`config.mk`:
```
export PLATFORM = sky130hd
export DESIGN_NAME = fetch_stage
export DESIGN_NICKNAME = d
export VERILOG_FILES = /design/src/rtl/fetch_stage.sv
export SDC_FILE = /design/constraint.sdc
export NUM_CORES = 1
export LEC_CHECK = 0
export CORE_ASPECT_RATIO = 0.9
export CORE_MARGIN = 5
export CORE_UTILIZATION = 40
export DETAILED_ROUTE_END_ITERATION = 10
export PLACE_DENSITY = 0.74
export REMOVE_ABC_BUFFERS = 1
export SLEW_MARGIN = 30
export SYNTH_ARGS = -nofsm -noshare
export SYNTH_HDL_FRONTEND = slang
export SYNTH_SLANG_ARGS = --single-unit
```
`constraint.sdc`:
```
create_clock -name clk -period 4 [get_ports clk]
set_input_delay 0.4 -clock clk [delete_from_list [all_inputs] [get_ports clk]]
set_output_delay 0.4 -clock clk [all_outputs]
set_load 0.01 [all_outputs]
```
`src/rtl/fetch_stage.sv`:
```
// fetch_stage: MIPS instruction-fetch stage.
// Owns the PC, runs a req/ack handshake to a variable-latency instruction
// memory and presents one instruction at a time to the IF/ID register.
// Optional macro FETCH_TIMEOUT_EN adds an ack watchdog (TIMEOUT_CYCLES) with a
// sticky imem_err flag; without it S_WAIT waits forever and imem_err is 0.
module fetch_stage #(
  parameter logic [31:0] RESET_PC       = 32'h0040_0000,
  parameter int unsigned TIMEOUT_CYCLES = 255
) (
  input  logic        clk,
  input  logic        rst_n,
  input  logic        stall_f,
  input  logic        redirect_valid,
  input  logic [31:0] redirect_addr,
  output logic        imem_req,
  output logic [31:0] imem_addr,
  input  logic        imem_ack,
  input  logic [31:0] imem_rdata,
  output logic [31:0] instr_f,
  output logic [31:0] pc_plus_4_f,
  output logic        valid_f,
  output logic [31:0] pc_f,
  output logic        imem_err
);

  typedef enum logic [1:0] {S_REQ = 2'd0, S_WAIT = 2'd1, S_FULL = 2'd2} state_e;

  state_e      state_q, state_d;
  logic [31:0] pc_q, pc_d;
  logic        kill_q, kill_d;
  logic [31:0] instr_q, instr_d;
  logic [31:0] pc4_q, pc4_d;
  logic        valid_q, valid_d;
  logic [31:0] tgt;
  logic [31:0] pc_inc;

  // Targets are word-aligned; low bits from decode are dropped.
  assign tgt    = {redirect_addr[31:2], 2'b00};
  assign pc_inc = pc_q + 32'd4;

`ifdef FETCH_TIMEOUT_EN
  logic [7:0] cnt_q, cnt_d;
  logic       err_q, err_d;
  logic       timeout;
  // Fires on the TIMEOUT_CYCLES-th consecutive S_WAIT cycle without ack.
  assign timeout  = (cnt_q == 8'(TIMEOUT_CYCLES - 1));
  assign imem_err = err_q;
`else
  logic unused_timeout_cfg;
  assign unused_timeout_cfg = ^TIMEOUT_CYCLES;
  assign imem_err = 1'b0;
`endif

  // Next-state logic for the fetch FSM and its datapath registers.
  always_comb begin
    state_d = state_q;
    pc_d    = pc_q;
    kill_d  = kill_q;
    instr_d = instr_q;
    pc4_d   = pc4_q;
    valid_d = valid_q;
`ifdef FETCH_TIMEOUT_EN
    cnt_d   = cnt_q;
    err_d   = err_q;
`endif
    case (state_q)
      S_REQ: begin
        state_d = S_WAIT;
`ifdef FETCH_TIMEOUT_EN
        cnt_d   = '0;
`endif
        // The request going out now is wrong-path; remember to drop its data.
        kill_d  = redirect_valid;
        if (redirect_valid) pc_d = tgt;
      end
      S_WAIT: begin
        if (imem_ack) begin
          if (kill_q || redirect_valid) begin
            kill_d  = 1'b0;
            if (redirect_valid) pc_d = tgt;
            state_d = S_REQ;
          end else begin
            instr_d = imem_rdata;
            pc4_d   = pc_inc;
            valid_d = 1'b1;
            pc_d    = pc_inc;
            state_d = S_FULL;
          end
        end else begin
          // Newest redirect wins; the outstanding data will be discarded.
          if (redirect_valid) begin
            pc_d   = tgt;
            kill_d = 1'b1;
          end
`ifdef FETCH_TIMEOUT_EN
          if (timeout) begin
            err_d   = 1'b1;
            kill_d  = 1'b0;
            state_d = S_REQ;
          end else begin
            cnt_d = cnt_q + 8'd1;
          end
`endif
        end
      end
      S_FULL: begin
        if (redirect_valid) begin
          // Wrong-path instruction is dropped even under stall.
          valid_d = 1'b0;
          pc_d    = tgt;
          state_d = S_REQ;
        end else if (!stall_f) begin
          // Consumed this edge; the next request overlaps with the hand-off.
          valid_d = 1'b0;
          state_d = S_WAIT;
`ifdef FETCH_TIMEOUT_EN
          cnt_d   = '0;
`endif
        end
      end
      default: state_d = S_REQ;
    endcase
  end

  // State and datapath registers, asynchronous active-low reset.
  always_ff @(posedge clk or negedge rst_n) begin
    if (!rst_n) begin
      state_q <= S_REQ;
      pc_q    <= RESET_PC;
      kill_q  <= 1'b0;
      instr_q <= '0;
      pc4_q   <= '0;
      valid_q <= 1'b0;
`ifdef FETCH_TIMEOUT_EN
      cnt_q   <= '0;
      err_q   <= 1'b0;
`endif
    end else begin
      state_q <= state_d;
      pc_q    <= pc_d;
      kill_q  <= kill_d;
      instr_q <= instr_d;
      pc4_q   <= pc4_d;
      valid_q <= valid_d;
`ifdef FETCH_TIMEOUT_EN
      cnt_q   <= cnt_d;
      err_q   <= err_d;
`endif
    end
  end

  // Request strobe: S_REQ always, S_FULL only when the instruction is consumed.
  assign imem_req = rst_n &&
                    ((state_q == S_REQ) ||
                     (state_q == S_FULL && !redirect_valid && !stall_f));

  assign imem_addr   = pc_q;
  assign pc_f        = pc_q;
  assign instr_f     = instr_q;
  assign pc_plus_4_f = pc4_q;
  assign valid_f     = valid_q;

endmodule

```
==> summary.md <==
| Metric | Value |
|---|---|
| Clock slew at reported path FFs | `0.07 ns` |
| Final WL | `15.0 mm` |
| First-pass GRT wire length | `24.1 mm` |
| Final Max Slew Viols | `0` |
| CP Data Required Time | `4.28 ns` |
| Largest net degree at the start of global routing | `94` |
| Outcome | `completed` |
| Root buf cell | `clkbuf_16` |
| Mapped Cells | `573` |
| Antenna violations before repair | `0` |
| Worst-margin pin slew | `0.997 ns` |
| Post-CTS Hold Buffers | `0` |
| Avg Vias per Cell | `5.16` |
| Number of global-route vias before repair | `4575` |
| Die area | `0.0154 mm2` |
| Syn_area_per_cell | `9.10 um2` |
| Area delta synth->final | `39.8%` |
| RSZ-0062 raised after global routing | `false` |
| Post-Synth Simple-Gate Area | `24.6%` |
| Fin crit period | `2.55 ns` |
| Layout cells sized above 1 | `6.41%` |
| Setup bufs post-CTS | `0` |
| Worst slew margin relative to its limit | `33.6%` |
| Row Count | `39` |
| Ys flop type | `dfrtp_1` |
| Critical Path Start | `redirect_valid` |
| Async set-reset flop share out of synthesis | `100%` |
| Crit path buf inv count | `1` |
| DRC Markers | `0` |
| Crit path capture type | `flip-flop` |
| Number of synthesized flops with an enable pin | `0` |
| CORE AREA | `0.0127 mm2` |
| #FFs+latches synth | `100` |
| Count of cell types in the netlist | `68` |
| Delay-heaviest family, CP | `simple AND/OR/NAND/NOR gates` |
| Peak Freq | `392 MHz` |
| Worst skew pair latency | `0.36 ns` |
| Final setup viols | `0` |
| Crit-path slowest cell | `and4bb_1` |
| VDD IR-drop max | `0.000378 V` |
| CTS max path bufs | `2` |
| Synth Warn # | `0` |
| Wire per inst | `17.0 um` |
| Number of buffers created by CTS | `9` |
| Hold WC Path Type | `in2async` |
| Ant. Diodes | `0` |
| Total of max-cap violations | `0` |
| Clock skew | `0.00981 ns` |
| Nets | `783` |
| PortBufs | `196` |
| Pwr Density | `587 mW/mm2` |
| Mapped cell area | `0.00521 mm2` |
| Chip Height | `118 um` |
| Fin. Hold Viols | `0` |
| H-tree levels | `3` |
| Critical path type | `in2reg` |
| PostCTS Resize Cnt | `0` |
| Io pins | `200` |
| Post-route ant nets | `0` |
| WP data arrival | `2.84 ns` |
| Final period utilization | `63.8%` |
| Number of detailed-route iterations in the first pass | `5` |
| Total global routing overflow | `0` |
| Startpoint types | `input port` |
| DRT iter0 DRCs | `206` |
| Slowest stage delay, CP | `0.76 ns` |
| R2R Path Start | `state_q[1]$_DFFE_PN0P_` |
| Tot GR Track Use | `19.5%` |
| Pre-CTS setup slack | `0.938 ns` |
| Via Count | `4548` |
| Post-synthesis sequential area ratio | `48.0%` |
| Largest family of logic cells by synthesized area | `simple AND/OR/NAND/NOR gates` |
| Synth Area in Compound Gates | `12.2%` |
| Mux cell area share after synthesis | `1.78%` |
| Adder-Cell Fraction of Synth Area | `0.240%` |
| Crit-path cells | `clkdlybuf4s50_1 -> and4bb_1 -> nand2_8 -> nor3_1 -> a21oi_1 -> o21ai_1` |
| GPL Wtd Cong | `0.871` |
| TNS Setup | `0 ns` |
| Worst Slack Setup Final | `1.45 ns` |
| HPWL after DPL | `10.6 mm` |
| Die W | `130 um` |
| Initial core utilization | `40.9%` |
| P_leak | `3.11 nW` |
| Synth Area in XOR/XNOR | `4.20%` |
| TritonCTS clock tree | `built` |
| Clock sinks | `100` |
| Crit Path Max Fanout | `93` |
layer usage:
metal  vias up  global-route usage (%)  routed length [um]
met5         -                       0                   0
met4         0                    5.14                 206
met3        15                    5.19                1050
met2       160                    31.2                7130
met1      2169                    26.2                6570
li1       2204                       -                   -
cell type report:
| class | count | area, um2 |
|---|---|---|
| fillers | 1094 | 5450 |
| clock inverters | 5 | 60.1 |
| flip-flops and latches | 100 | 2500 |
| repair buffers | 200 | 1990 |
| multi-input cells | 397 | 2270 |
| clock buffers | 11 | 243 |
| well taps | 164 | 205 |
| inverters | 5 | 18.8 |
cells in the final DEF, fill, tap and decap left out, types with 4 or more instances in the layout:
cell type,synthesis,routed
clkdlybuf4s50_1,0,195
nand2_1,155,154
dfrtp_1,99,99
a21oi_1,27,27
nor2_1,26,26
o21ai_0,21,21
o22ai_1,16,16
nand3_1,13,13
xnor2_1,13,13
xor2_1,12,12
clkbuf_16,0,9
nand4_1,8,8
o21ai_1,8,8
nor3_1,7,7
mux2i_1,7,7
o21a_1,6,6
and3_1,5,5
inv_1,5,5
buf_4,39,5
and2_1,4,4
nor4_1,4,4
Yosys cell counts, types with 4 or more instances:
cell | count | area [um2]
nand2_1 | 155 | 582
dfrtp_1 | 99 | 2480
buf_4 | 39 | 293
a21oi_1 | 27 | 135
nor2_1 | 26 | 97.6
o21ai_0 | 21 | 105
buf_2 | 19 | 95.1
o22ai_1 | 16 | 100
nand3_1 | 13 | 65.1
xnor2_1 | 13 | 114
xor2_1 | 12 | 105
clkbuf_1 | 10 | 37.5
nand4_1 | 8 | 50.1
o21ai_1 | 8 | 40.0
mux2i_1 | 7 | 70.1
nor3_1 | 7 | 35.0
o21a_1 | 6 | 45.0
and3_1 | 5 | 31.3
inv_1 | 5 | 18.8
and2_1 | 4 | 25.0
nor4_1 | 4 | 25.0
worst paths after layout:
check,end,slack (ns),cells after the start
max in group asynchronous,instr_f[9]$_DFFE_PN0P_,2.81,2
setup / recovery,imem_addr[6]$_DFFE_PN0P_,1.45,6
hold reg to reg,instr_f[3]$_DFFE_PN0P_,0.47,2
hold / removal,pc_plus_4_f[23]$_DFFE_PN0P_,0.06,1
setup reg to reg,imem_addr[16]$_DFFE_PN0P_,1.63,4
min in group clk,instr_f[3]$_DFFE_PN0P_,0.47,2
per-stage QoR:
| step | utilization (%) | hold WS, ns | cells | total power, mW | cell area [um2] |
|---|---|---|---|---|---|
| after floorplan | - | 0.104 | 502 | 2.31 | 4770 |
| after global placement | 54.8 | 0.456 | 866 | 3.37 | 6970 |
| after detailed placement | 54.8 | 0.462 | 866 | 3.42 | 6970 |
| after CTS | 57.1 | 0.0859 | 882 | 4.33 | 7280 |
| after global routing | 57.2 | 0.111 | 882 | 4.54 | 7290 |
| final | 57.2 | 0.0576 | 882 | 4.28 | 7290 |
sequential cells by signal, summed over array words and instances, names as in the netlist:
signal	count
kill_q	1
valid_f	1
pc_plus_4_f	32
instr_f	32
imem_addr	32
state_q	2
logic make-up (layout without fill, tap and decap cells):
kind of cell / Yosys count / in the layout
AOI/OAI and AO/OA: 102 / 102
muxes: 9 / 9
buffers and inverters: 76 / 221
xor gates and xnor gates: 25 / 25
adders and majority gates: 1 / 1
DFF: 100 / 100
other: 1 / 1
and+or+nand+nor: 259 / 259
where the power goes:
part           leakage [nW]  internal, mW  switching, mW
Combinational          1.76         0.969          0.748
Sequential             1.21          1.36          0.316
Clock                 0.146         0.504          0.384
No activity file was read; power rests on OpenSTA's default activity.
